--- config.mk ---
export PLATFORM = sky130hd
export DESIGN_NAME = usb_pulpino_byte_bridge_flat
export DESIGN_NICKNAME = d
export VERILOG_FILES = /design/src/rtl/usb_pulpino_byte_bridge_if.sv /design/src/rtl/usb_pulpino_byte_bridge.sv /design/src/flat_wrapper.sv
export SDC_FILE = /design/constraint.sdc
export NUM_CORES = 1
export LEC_CHECK = 0
export ABC_AREA = 1
export CORE_MARGIN = 2
export CORE_UTILIZATION = 48
export CTS_CLUSTER_SIZE = 10
export DETAILED_ROUTE_END_ITERATION = 12
export PLACE_DENSITY = 0.75
export SYNTH_ARGS = -nofsm -noshare
export SYNTH_HDL_FRONTEND = slang
export SYNTH_SLANG_ARGS = --single-unit
--- constraint.sdc ---
create_clock -name clk -period 2.74 [get_ports clk]
set_clock_uncertainty 0.1 [all_clocks]
set_input_delay 0.685 -clock clk [delete_from_list [all_inputs] [get_ports clk]]
set_output_delay 0.685 -clock clk [all_outputs]
set_load 0.01 [all_outputs]
--- src/rtl/usb_pulpino_byte_bridge_if.sv ---
// Host and PULPino-side signal bundle for the byte bridge.
// Signal names keep the bridge's _i/_o orientation; the slave modport is the bridge side.
interface usb_pulpino_byte_bridge_if #(
    parameter int unsigned pDEPTH      = 16,
    parameter int unsigned pDATA_WIDTH = 8
);
    localparam int unsigned CW = $clog2(pDEPTH) + 1;

    logic                   host_wr_i;
    logic [pDATA_WIDTH-1:0] host_wr_data_i;
    logic                   host_rd_i;
    logic [pDATA_WIDTH-1:0] host_rd_data_o;
    logic                   host_clr_i;
    logic [CW-1:0]          tx_level_o;
    logic [CW-1:0]          rx_level_o;
    logic                   tx_full_o;
    logic                   rx_empty_o;
    logic                   overflow_o;
    logic                   underflow_o;
    logic                   proto_err_o;
    logic [pDATA_WIDTH-1:0] pul_rx_data_o;
    logic                   pul_rx_flicker_o;
    logic                   pul_ack_flicker_i;
    logic [pDATA_WIDTH-1:0] pul_tx_data_i;
    logic                   pul_tx_flicker_i;
    logic                   pul_tx_ack_flicker_o;

    modport slave (
        input  host_wr_i, host_wr_data_i, host_rd_i, host_clr_i,
        input  pul_ack_flicker_i, pul_tx_data_i, pul_tx_flicker_i,
        output host_rd_data_o, tx_level_o, rx_level_o, tx_full_o, rx_empty_o,
        output overflow_o, underflow_o, proto_err_o,
        output pul_rx_data_o, pul_rx_flicker_o, pul_tx_ack_flicker_o
    );

    modport master (
        output host_wr_i, host_wr_data_i, host_rd_i, host_clr_i,
        output pul_ack_flicker_i, pul_tx_data_i, pul_tx_flicker_i,
        input  host_rd_data_o, tx_level_o, rx_level_o, tx_full_o, rx_empty_o,
        input  overflow_o, underflow_o, proto_err_o,
        input  pul_rx_data_o, pul_rx_flicker_o, pul_tx_ack_flicker_o
    );
endinterface

--- src/rtl/usb_pulpino_byte_bridge.sv ---
// Buffered byte bridge: host strobed push/pop on one side, PULPino toggle handshake on the
// other, with one FIFO per direction and sticky misuse flags.
module usb_pulpino_byte_bridge #(
    parameter int unsigned pDEPTH      = 16,
    parameter int unsigned pDATA_WIDTH = 8
) (
    input  logic                    clk,
    input  logic                    reset_i,
    usb_pulpino_byte_bridge_if.slave bus
);
    localparam int unsigned   AW       = $clog2(pDEPTH);
    localparam int unsigned   CW       = AW + 1;
    localparam logic [CW-1:0] LVL_FULL = CW'(pDEPTH);

    localparam logic TX_IDLE     = 1'b0;
    localparam logic TX_WAIT_ACK = 1'b1;
    localparam logic RX_IDLE     = 1'b0;
    localparam logic RX_PENDING  = 1'b1;

    logic [pDATA_WIDTH-1:0] r_tx_mem [pDEPTH];
    logic [pDATA_WIDTH-1:0] r_rx_mem [pDEPTH];
    logic [AW-1:0]          r_tx_wptr, r_tx_rptr, r_rx_wptr, r_rx_rptr;
    logic [CW-1:0]          r_tx_level, r_rx_level;
    logic                   r_tx_state, r_rx_state;
    logic                   r_ack_prev, r_tx_prev;
    logic [pDATA_WIDTH-1:0] r_pul_rx_data;
    logic                   r_pul_rx_flicker;
    logic                   r_pul_tx_ack_flicker;
    logic [pDATA_WIDTH-1:0] r_pend_data;
    logic                   r_overflow, r_underflow, r_proto_err;

    logic                   w_ack_evt, w_tx_evt;
    logic                   w_tx_full, w_rx_full, w_rx_empty;
    logic                   w_tx_push, w_tx_launch, w_rx_pop;
    logic                   w_rx_push, w_pend_load, w_rx_state_d;
    logic [pDATA_WIDTH-1:0] w_rx_push_data;
    logic                   w_ovf_evt, w_udf_evt, w_proto_evt;

    assign w_ack_evt   = bus.pul_ack_flicker_i ^ r_ack_prev;
    assign w_tx_evt    = bus.pul_tx_flicker_i ^ r_tx_prev;
    assign w_tx_full   = (r_tx_level == LVL_FULL);
    assign w_rx_full   = (r_rx_level == LVL_FULL);
    assign w_rx_empty  = (r_rx_level == '0);
    assign w_tx_push   = bus.host_wr_i & ~w_tx_full;
    assign w_tx_launch = (r_tx_state == TX_IDLE) && (r_tx_level != '0);
    assign w_rx_pop    = bus.host_rd_i & ~w_rx_empty;

    assign w_ovf_evt   = bus.host_wr_i & w_tx_full;
    assign w_udf_evt   = bus.host_rd_i & w_rx_empty;
    assign w_proto_evt = (w_ack_evt && (r_tx_state == TX_IDLE)) ||
                         (w_tx_evt && (r_rx_state == RX_PENDING));

    // A toggle arriving while RX is full is parked in r_pend_data with its ack withheld.
    always_comb begin
        w_rx_push      = 1'b0;
        w_pend_load    = 1'b0;
        w_rx_push_data = bus.pul_tx_data_i;
        w_rx_state_d   = r_rx_state;
        case (r_rx_state)
            RX_IDLE: begin
                if (w_tx_evt) begin
                    if (!w_rx_full) begin
                        w_rx_push = 1'b1;
                    end else begin
                        w_pend_load  = 1'b1;
                        w_rx_state_d = RX_PENDING;
                    end
                end
            end
            default: begin
                if (!w_rx_full) begin
                    w_rx_push      = 1'b1;
                    w_rx_push_data = r_pend_data;
                    w_rx_state_d   = RX_IDLE;
                end
            end
        endcase
    end

    always_ff @(posedge clk) begin
        if (w_tx_push) r_tx_mem[r_tx_wptr] <= bus.host_wr_data_i;
        if (w_rx_push) r_rx_mem[r_rx_wptr] <= w_rx_push_data;
    end

    always_ff @(posedge clk) begin
        if (reset_i) begin
            r_tx_wptr            <= '0;
            r_tx_rptr            <= '0;
            r_rx_wptr            <= '0;
            r_rx_rptr            <= '0;
            r_tx_level           <= '0;
            r_rx_level           <= '0;
            r_tx_state           <= TX_IDLE;
            r_rx_state           <= RX_IDLE;
            r_ack_prev           <= 1'b0;
            r_tx_prev            <= 1'b0;
            r_pul_rx_data        <= '0;
            r_pul_rx_flicker     <= 1'b0;
            r_pul_tx_ack_flicker <= 1'b0;
            r_pend_data          <= '0;
            r_overflow           <= 1'b0;
            r_underflow          <= 1'b0;
            r_proto_err          <= 1'b0;
        end else begin
            r_ack_prev <= bus.pul_ack_flicker_i;
            r_tx_prev  <= bus.pul_tx_flicker_i;

            if (w_tx_push) r_tx_wptr <= r_tx_wptr + 1'b1;
            if (w_tx_launch) begin
                r_tx_rptr        <= r_tx_rptr + 1'b1;
                r_pul_rx_data    <= r_tx_mem[r_tx_rptr];
                r_pul_rx_flicker <= ~r_pul_rx_flicker;
                r_tx_state       <= TX_WAIT_ACK;
            end else if ((r_tx_state == TX_WAIT_ACK) && w_ack_evt) begin
                r_tx_state <= TX_IDLE;
            end
            r_tx_level <= r_tx_level + CW'(w_tx_push) - CW'(w_tx_launch);

            if (w_rx_push) begin
                r_rx_wptr            <= r_rx_wptr + 1'b1;
                r_pul_tx_ack_flicker <= ~r_pul_tx_ack_flicker;
            end
            if (w_rx_pop) r_rx_rptr <= r_rx_rptr + 1'b1;
            if (w_pend_load) r_pend_data <= bus.pul_tx_data_i;
            r_rx_state <= w_rx_state_d;
            r_rx_level <= r_rx_level + CW'(w_rx_push) - CW'(w_rx_pop);

            // New error in the same cycle as a clear keeps the flag set.
            if (w_ovf_evt)           r_overflow  <= 1'b1;
            else if (bus.host_clr_i) r_overflow  <= 1'b0;
            if (w_udf_evt)           r_underflow <= 1'b1;
            else if (bus.host_clr_i) r_underflow <= 1'b0;
            if (w_proto_evt)         r_proto_err <= 1'b1;
            else if (bus.host_clr_i) r_proto_err <= 1'b0;
        end
    end

    assign bus.host_rd_data_o       = w_rx_empty ? '0 : r_rx_mem[r_rx_rptr];
    assign bus.tx_level_o           = r_tx_level;
    assign bus.rx_level_o           = r_rx_level;
    assign bus.tx_full_o            = w_tx_full;
    assign bus.rx_empty_o           = w_rx_empty;
    assign bus.overflow_o           = r_overflow;
    assign bus.underflow_o          = r_underflow;
    assign bus.proto_err_o          = r_proto_err;
    assign bus.pul_rx_data_o        = r_pul_rx_data;
    assign bus.pul_rx_flicker_o     = r_pul_rx_flicker;
    assign bus.pul_tx_ack_flicker_o = r_pul_tx_ack_flicker;
endmodule

--- src/flat_wrapper.sv ---
// flat-port wrapper written by rule: the top's interface ports become plain ports
module usb_pulpino_byte_bridge_flat 
#(
    parameter int unsigned pDEPTH      = 16,
    parameter int unsigned pDATA_WIDTH = 8
)
  (clk, reset_i, bus_host_wr_i, bus_host_wr_data_i, bus_host_rd_i, bus_host_clr_i, bus_pul_ack_flicker_i, bus_pul_tx_data_i, bus_pul_tx_flicker_i, bus_host_rd_data_o, bus_tx_level_o, bus_rx_level_o, bus_tx_full_o, bus_rx_empty_o, bus_overflow_o, bus_underflow_o, bus_proto_err_o, bus_pul_rx_data_o, bus_pul_rx_flicker_o, bus_pul_tx_ack_flicker_o);
  usb_pulpino_byte_bridge_if #(.pDEPTH(pDEPTH), .pDATA_WIDTH(pDATA_WIDTH)) bus_i ();
  input  logic clk;
  input  logic reset_i;
  input wire logic [$bits(bus_i.host_wr_i)-1:0] bus_host_wr_i;
  input wire logic [$bits(bus_i.host_wr_data_i)-1:0] bus_host_wr_data_i;
  input wire logic [$bits(bus_i.host_rd_i)-1:0] bus_host_rd_i;
  input wire logic [$bits(bus_i.host_clr_i)-1:0] bus_host_clr_i;
  input wire logic [$bits(bus_i.pul_ack_flicker_i)-1:0] bus_pul_ack_flicker_i;
  input wire logic [$bits(bus_i.pul_tx_data_i)-1:0] bus_pul_tx_data_i;
  input wire logic [$bits(bus_i.pul_tx_flicker_i)-1:0] bus_pul_tx_flicker_i;
  output wire logic [$bits(bus_i.host_rd_data_o)-1:0] bus_host_rd_data_o;
  output wire logic [$bits(bus_i.tx_level_o)-1:0] bus_tx_level_o;
  output wire logic [$bits(bus_i.rx_level_o)-1:0] bus_rx_level_o;
  output wire logic [$bits(bus_i.tx_full_o)-1:0] bus_tx_full_o;
  output wire logic [$bits(bus_i.rx_empty_o)-1:0] bus_rx_empty_o;
  output wire logic [$bits(bus_i.overflow_o)-1:0] bus_overflow_o;
  output wire logic [$bits(bus_i.underflow_o)-1:0] bus_underflow_o;
  output wire logic [$bits(bus_i.proto_err_o)-1:0] bus_proto_err_o;
  output wire logic [$bits(bus_i.pul_rx_data_o)-1:0] bus_pul_rx_data_o;
  output wire logic [$bits(bus_i.pul_rx_flicker_o)-1:0] bus_pul_rx_flicker_o;
  output wire logic [$bits(bus_i.pul_tx_ack_flicker_o)-1:0] bus_pul_tx_ack_flicker_o;
  assign bus_i.host_wr_i = bus_host_wr_i;
  assign bus_i.host_wr_data_i = bus_host_wr_data_i;
  assign bus_i.host_rd_i = bus_host_rd_i;
  assign bus_i.host_clr_i = bus_host_clr_i;
  assign bus_i.pul_ack_flicker_i = bus_pul_ack_flicker_i;
  assign bus_i.pul_tx_data_i = bus_pul_tx_data_i;
  assign bus_i.pul_tx_flicker_i = bus_pul_tx_flicker_i;
  assign bus_host_rd_data_o = bus_i.host_rd_data_o;
  assign bus_tx_level_o = bus_i.tx_level_o;
  assign bus_rx_level_o = bus_i.rx_level_o;
  assign bus_tx_full_o = bus_i.tx_full_o;
  assign bus_rx_empty_o = bus_i.rx_empty_o;
  assign bus_overflow_o = bus_i.overflow_o;
  assign bus_underflow_o = bus_i.underflow_o;
  assign bus_proto_err_o = bus_i.proto_err_o;
  assign bus_pul_rx_data_o = bus_i.pul_rx_data_o;
  assign bus_pul_rx_flicker_o = bus_i.pul_rx_flicker_o;
  assign bus_pul_tx_ack_flicker_o = bus_i.pul_tx_ack_flicker_o;
  usb_pulpino_byte_bridge #(.pDEPTH(pDEPTH), .pDATA_WIDTH(pDATA_WIDTH)) u_core (.clk(clk), .reset_i(reset_i), .bus(bus_i));
endmodule
* Word-level counts from Yosys, hierarchy flattened
Memory sizes are Yosys's and may differ from the RTL's. A register that Yosys moved wholly into a read port is not among the register bits.
Cells that the tools add are included.
** Word-level totals
- Bits in registers :: 43
- Memory bits (writable) :: 256
- Output and inout bits :: 33
- Memories kept :: 2
** Memory list
- u_core.r_rx_mem :: depth 16, width 8, read ports 1, clocked after memory_dff 1, write ports 1, line usb_pulpino_byte_bridge.sv:21 : logic [pDATA_WIDTH-1:0] r_rx_mem [pDEPTH];
- u_core.r_tx_mem :: depth 16, width 8, read ports 1, clocked after memory_dff 1, write ports 1, line usb_pulpino_byte_bridge.sv:20 : logic [pDATA_WIDTH-1:0] r_tx_mem [pDEPTH];
** Operators by class
- Add/sub/neg operators :: 8
- Equal/unequal tests :: 2
- Mux-type cells :: 22
- Bitwise logic cells :: 11
- Reductions and logical operators :: 11
** Operator list (number)
- two-way mux 8 bit :: 3
- two-way mux 1 bit :: 17
- adder 4 x 1 -> 4 bit (second input constant) :: 4
- adder 5 x 1 -> 5 bit :: 2
- == test 5 bit (second input constant) :: 2
- subtractor 5 x 1 -> 5 bit :: 2
- two-way mux 4 bit :: 2
- nonzero test 2 bit :: 4
- logical NOT 5 bit :: 1
- NOT 1 bit :: 5
- nonzero test 5 bit :: 1
- bitwise AND 1 bit :: 4
- logical AND 1 bit :: 4
- bitwise XOR 1 bit :: 2
- logical OR 1 bit :: 1

* Depth between registers and ports, before layout
- Word-level depth :: 6
- Depth in mapped cells :: 14
- Gate-level depth less buffers :: 13

* Least setup slack after synthesis
Ideal clock, no wire load.
- Path type :: register to register
- Start :: reg u_core.r_tx_level[2] (netlist: u_core.bus.tx_level_o[2])
- End :: reg u_core.r_tx_level[4] (netlist: u_core.bus.tx_level_o[4])
- Data arrival time :: 2486 ps
- Required time :: 2570 ps
- Path slack :: 85 ps
- Cell stages (with the launch flop) :: 15
- Buffers on the path :: 1
- Period minus slack after synthesis :: 2655 ps
- Path through :: dfxtp_1 inv_1 ha_1 nand4_1 nand2_1 inv_1 buf_2 ha_1 inv_1 ha_1 inv_1 fa_1 o31ai_1 o21ai_0 a21oi_1
** On the way
- Elaborated cells between the ends (all ways) :: 7
- Classes of those cells :: add/sub (2); eq/ne (1); bitwise (2); reduce/logical (2)
** RTL lines
- start, declared :: line usb_pulpino_byte_bridge.sv:23 : logic [CW-1:0] r_tx_level, r_rx_level;
- start signal, assigned :: line usb_pulpino_byte_bridge.sv:117 : r_tx_level <= r_tx_level + CW'(w_tx_push) - CW'(w_tx_launch);
- nonzero test 5 bit :: line usb_pulpino_byte_bridge.sv:45 : assign w_tx_launch = (r_tx_state == TX_IDLE) && (r_tx_level != '0);
- logical AND 1 bit :: line usb_pulpino_byte_bridge.sv:45
- named net u_core.w_tx_launch :: line usb_pulpino_byte_bridge.sv:34 : logic w_tx_push, w_tx_launch, w_rx_pop;
- subtractor 5 x 1 -> 5 bit :: line usb_pulpino_byte_bridge.sv:117
The timed path passes the listed nets, and every way through them passes these cells.
A chain may end at the register's enable or synchronous reset.

==> results.yml <==
status:
  status: "finished, final reports clean"
floorplan:
  die_h_um: 170
  die_area_mm2: 0.0289
  die_x_um: 170
  pin_count: 56
  rows: 60
  coreArea_mm2: 0.0270
  initial_core_util_pct: 48.9
route:
  routed_wl_um: 31700
  drc_errors: 0
  vias_per_cell: 5.45
  vias: 9640
  postRouteAntennaNets: 0
  drt_pass1_iterations: 5
  wl_per_cell_um: 17.9
  drt_iter0_drc: 1141
global_route:
  grt_util_all_layers_pct: 22.0
  grt_max_degree: 67
  antenna_found_initial: 0
  gr-total-overflow: 0
  grt_pass1_vias: 9367
  grt_pass1_wl_um: 49400
run:
  max-cap-violations: 0
power_and_ir_drop:
  peakVddDrop_v: 0.000778
  power_density_mw_per_mm2: 922
  p_leak_nw: 6.40
sta:
  slew_headroom_pct: 49.9
  final_min_period_over_clock_period_pct: 99.0
  finalHoldViolCount: 0
  clock.fmax_mhz: 369
  finalSetupViolCount: 0
  maxSlewViolCount: 0
  grt_setup_unrepaired: "yes"
  tightest_slew_ns: 0.749
  period_needed_ns: 2.71
  holdWs_ns: 0.351
  tns_ns: 0
finish:
  fin_cells: 1769
  antenna_cells: 0
  drive_gt1_share_pct: 12.0
  nets: 1452
  area_delta_synth_final_pct: 19.7
cts:
  clock_latency_ns: 0.52
  cts_tree: "built"
  clockBufferDepth: 3
  cts_buffers: 37
  cts_htree_levels: 2
  root_buffer: "clkbuf_16"
  cts.sinks: 311
  cts.clk_slew.worst_paths_ns: 0.05
yosys:
  synth_top_family_by_area: "simple AND/OR/NAND/NOR gates"
  ys_warn_count: 0
  syn_area_mm2: 0.0132
  synth_fa_ha_area_share_pct: 2.29
  synth_fp_nets: 1335
  seq_area_frac_synth_pct: 66.5
  synth_xor_area_share_pct: 0.596
  synth_mux_area_share_pct: 0
  synth-compound-area-share_pct: 3.09
  ys_ff_latch: 311
  synth-simple-area-share_pct: 21.2
  netlist_instances: 1289
  synth.top_cell.area_share_pct: 58.2
  syn_avg_cell_area_um2: 10.3
  synthTopCellsByArea: "edfxtp_1 (58%), nand2_1 (12%), dfxtp_1 (8.3%)"
  ys_types: 26
  synth_top_area_cell: "edfxtp_1"
hold_path:
  hold_path.class: "register to register"
  min_path_cells: 2
place:
  place_hpwl_um: 18800
  place_congestion: 0.827
  dpl.cell_count: 1701
  port_buffers: 55
setup_path:
  worstSetupPathType: "register to output port"
  critPathMaxFanout: 14
  cp-start-kind: "register"
  worstRegToRegCells: 14
  worst_setup_path_end_kind: "output port"
  crit_required_ns: 1.96
  crit_arrival_ns: 1.93
-- state kept, by name, indices dropped and copies added (netlist names), 5 cells and up, named ones only --
signal and count:
u_core.bus.pul_rx_data_o 8, u_core.bus.rx_level_o 5, u_core.bus.tx_level_o 5, u_core.r_pend_data 8, u_core.r_rx_mem 128, u_core.r_tx_mem 128
-- stage by stage --
step	worst slack (ns)	util (%)	area (µm²)	power [mW]
3_3_place_gp	-0.123	53.5	14500	9.83
5_1_grt	-0.0562	58.6	15800	15.4
6_report	0.0276	58.6	15800	14.6
4_1_cts	-0.0643	57.9	15700	14.5
3_5_place_dp	-0.148	53.5	14500	9.96
2_1_floorplan	0.0847	-	13200	8.47
-- worst paths after layout --
path                              end                     start  slack (ns)
max reg2reg  u_core.bus.rx_level_o[4]  u_core.bus.rx_level_o[3]        0.24
min             u_core.r_pend_data[6]     u_core.r_pend_data[6]        0.35
min reg2reg     u_core.r_pend_data[6]     u_core.r_pend_data[6]        0.35
max             bus_host_rd_data_o[3]                  register        0.03
-- synthesized netlist by cell type --
cell type and n:
nand3_1 193, nand2_1 412, buf_4 17, xor2_1 6, buf_6 4, inv_1 125, o21bai_1 1, nor3b_1 1
clkbuf_1 10, edfxtp_1 256, inv_2 3, xnor2_1 3, dfxtp_1 55, clkinv_1 3, a21oi_1 45, or2_2 1
o21ai_0 32, nor2_1 63, o31ai_1 1, buf_1 2, o211ai_1 1, nand4_1 5, fa_1 2, nand2_2 2
buf_2 25, ha_1 21
-- worst max-delay path, cell delays in order (launching register included) --
cell	delay [ns]
dfxtp_4	0.46
clkinv_8	0.14
buf_16	0.18
nand2_1	0.09
nand3_1	0.09
nand3_2	0.12
nand2_1	0.07
nand2_1	0.08
a21oi_2	0.06
buf_2	0.14
-- cell families after synthesis --
group	after synthesis
AO/OA/AOI/OAI	80
XOR/XNOR	9
adder cells (fa/ha/maj)	23
buffers and inverters	189
flip-flops	311
AND/OR/NAND/NOR	677
-- layout by cell type, fill, tap and decap left out, types with 39 or more instances in the layout --
cell type / n
nand3_1: 175
inv_1: 125
nand2_1: 408
nor2_1: 63
edfxtp_1: 256
a21oi_1: 39
dfxtp_1: 51
clkdlybuf4s50_1: 45
clkbuf_16: 41
buf_4: 67
-- layer usage --
layer | vias to the layer above | wire (µm) | track usage [%]
met5 | - | 0 | 0
met1 | 4539 | 12900 | 31.0
li1 | 4517 | - | -
met4 | 0 | 879 | 8.03
met3 | 70 | 3030 | 3.74
met2 | 514 | 14800 | 34.7
-- layout make-up --
| class | instances | area (µm²) |
|---|---|---|
| Fill cell | 2126 | 11200 |
| Timing Repair Buffer | 136 | 1300 |
| Clock buffer | 58 | 1050 |
| Sequential cell | 311 | 8800 |
| Clock inverter | 3 | 21.3 |
| Tap cell | 341 | 427 |
| Multi-Input combinational cell | 789 | 3730 |
| Inverter | 131 | 509 |
-- power by group --
part           total, mW  internal, mW  switching (mW)
Clock               4.39          2.61            1.78
Combinational       4.49          1.71            2.78
Sequential          5.71          5.50           0.207
-- repair_timing --
action	4_1_cts	5_1_grt
endpoints found under the setup margin	9	11
hold buffers	0	0
cloned	2	2
resized for setup	46	41
setup buffers	3	0
pin swaps	2	5
Power figures use the tool's default switching activity.
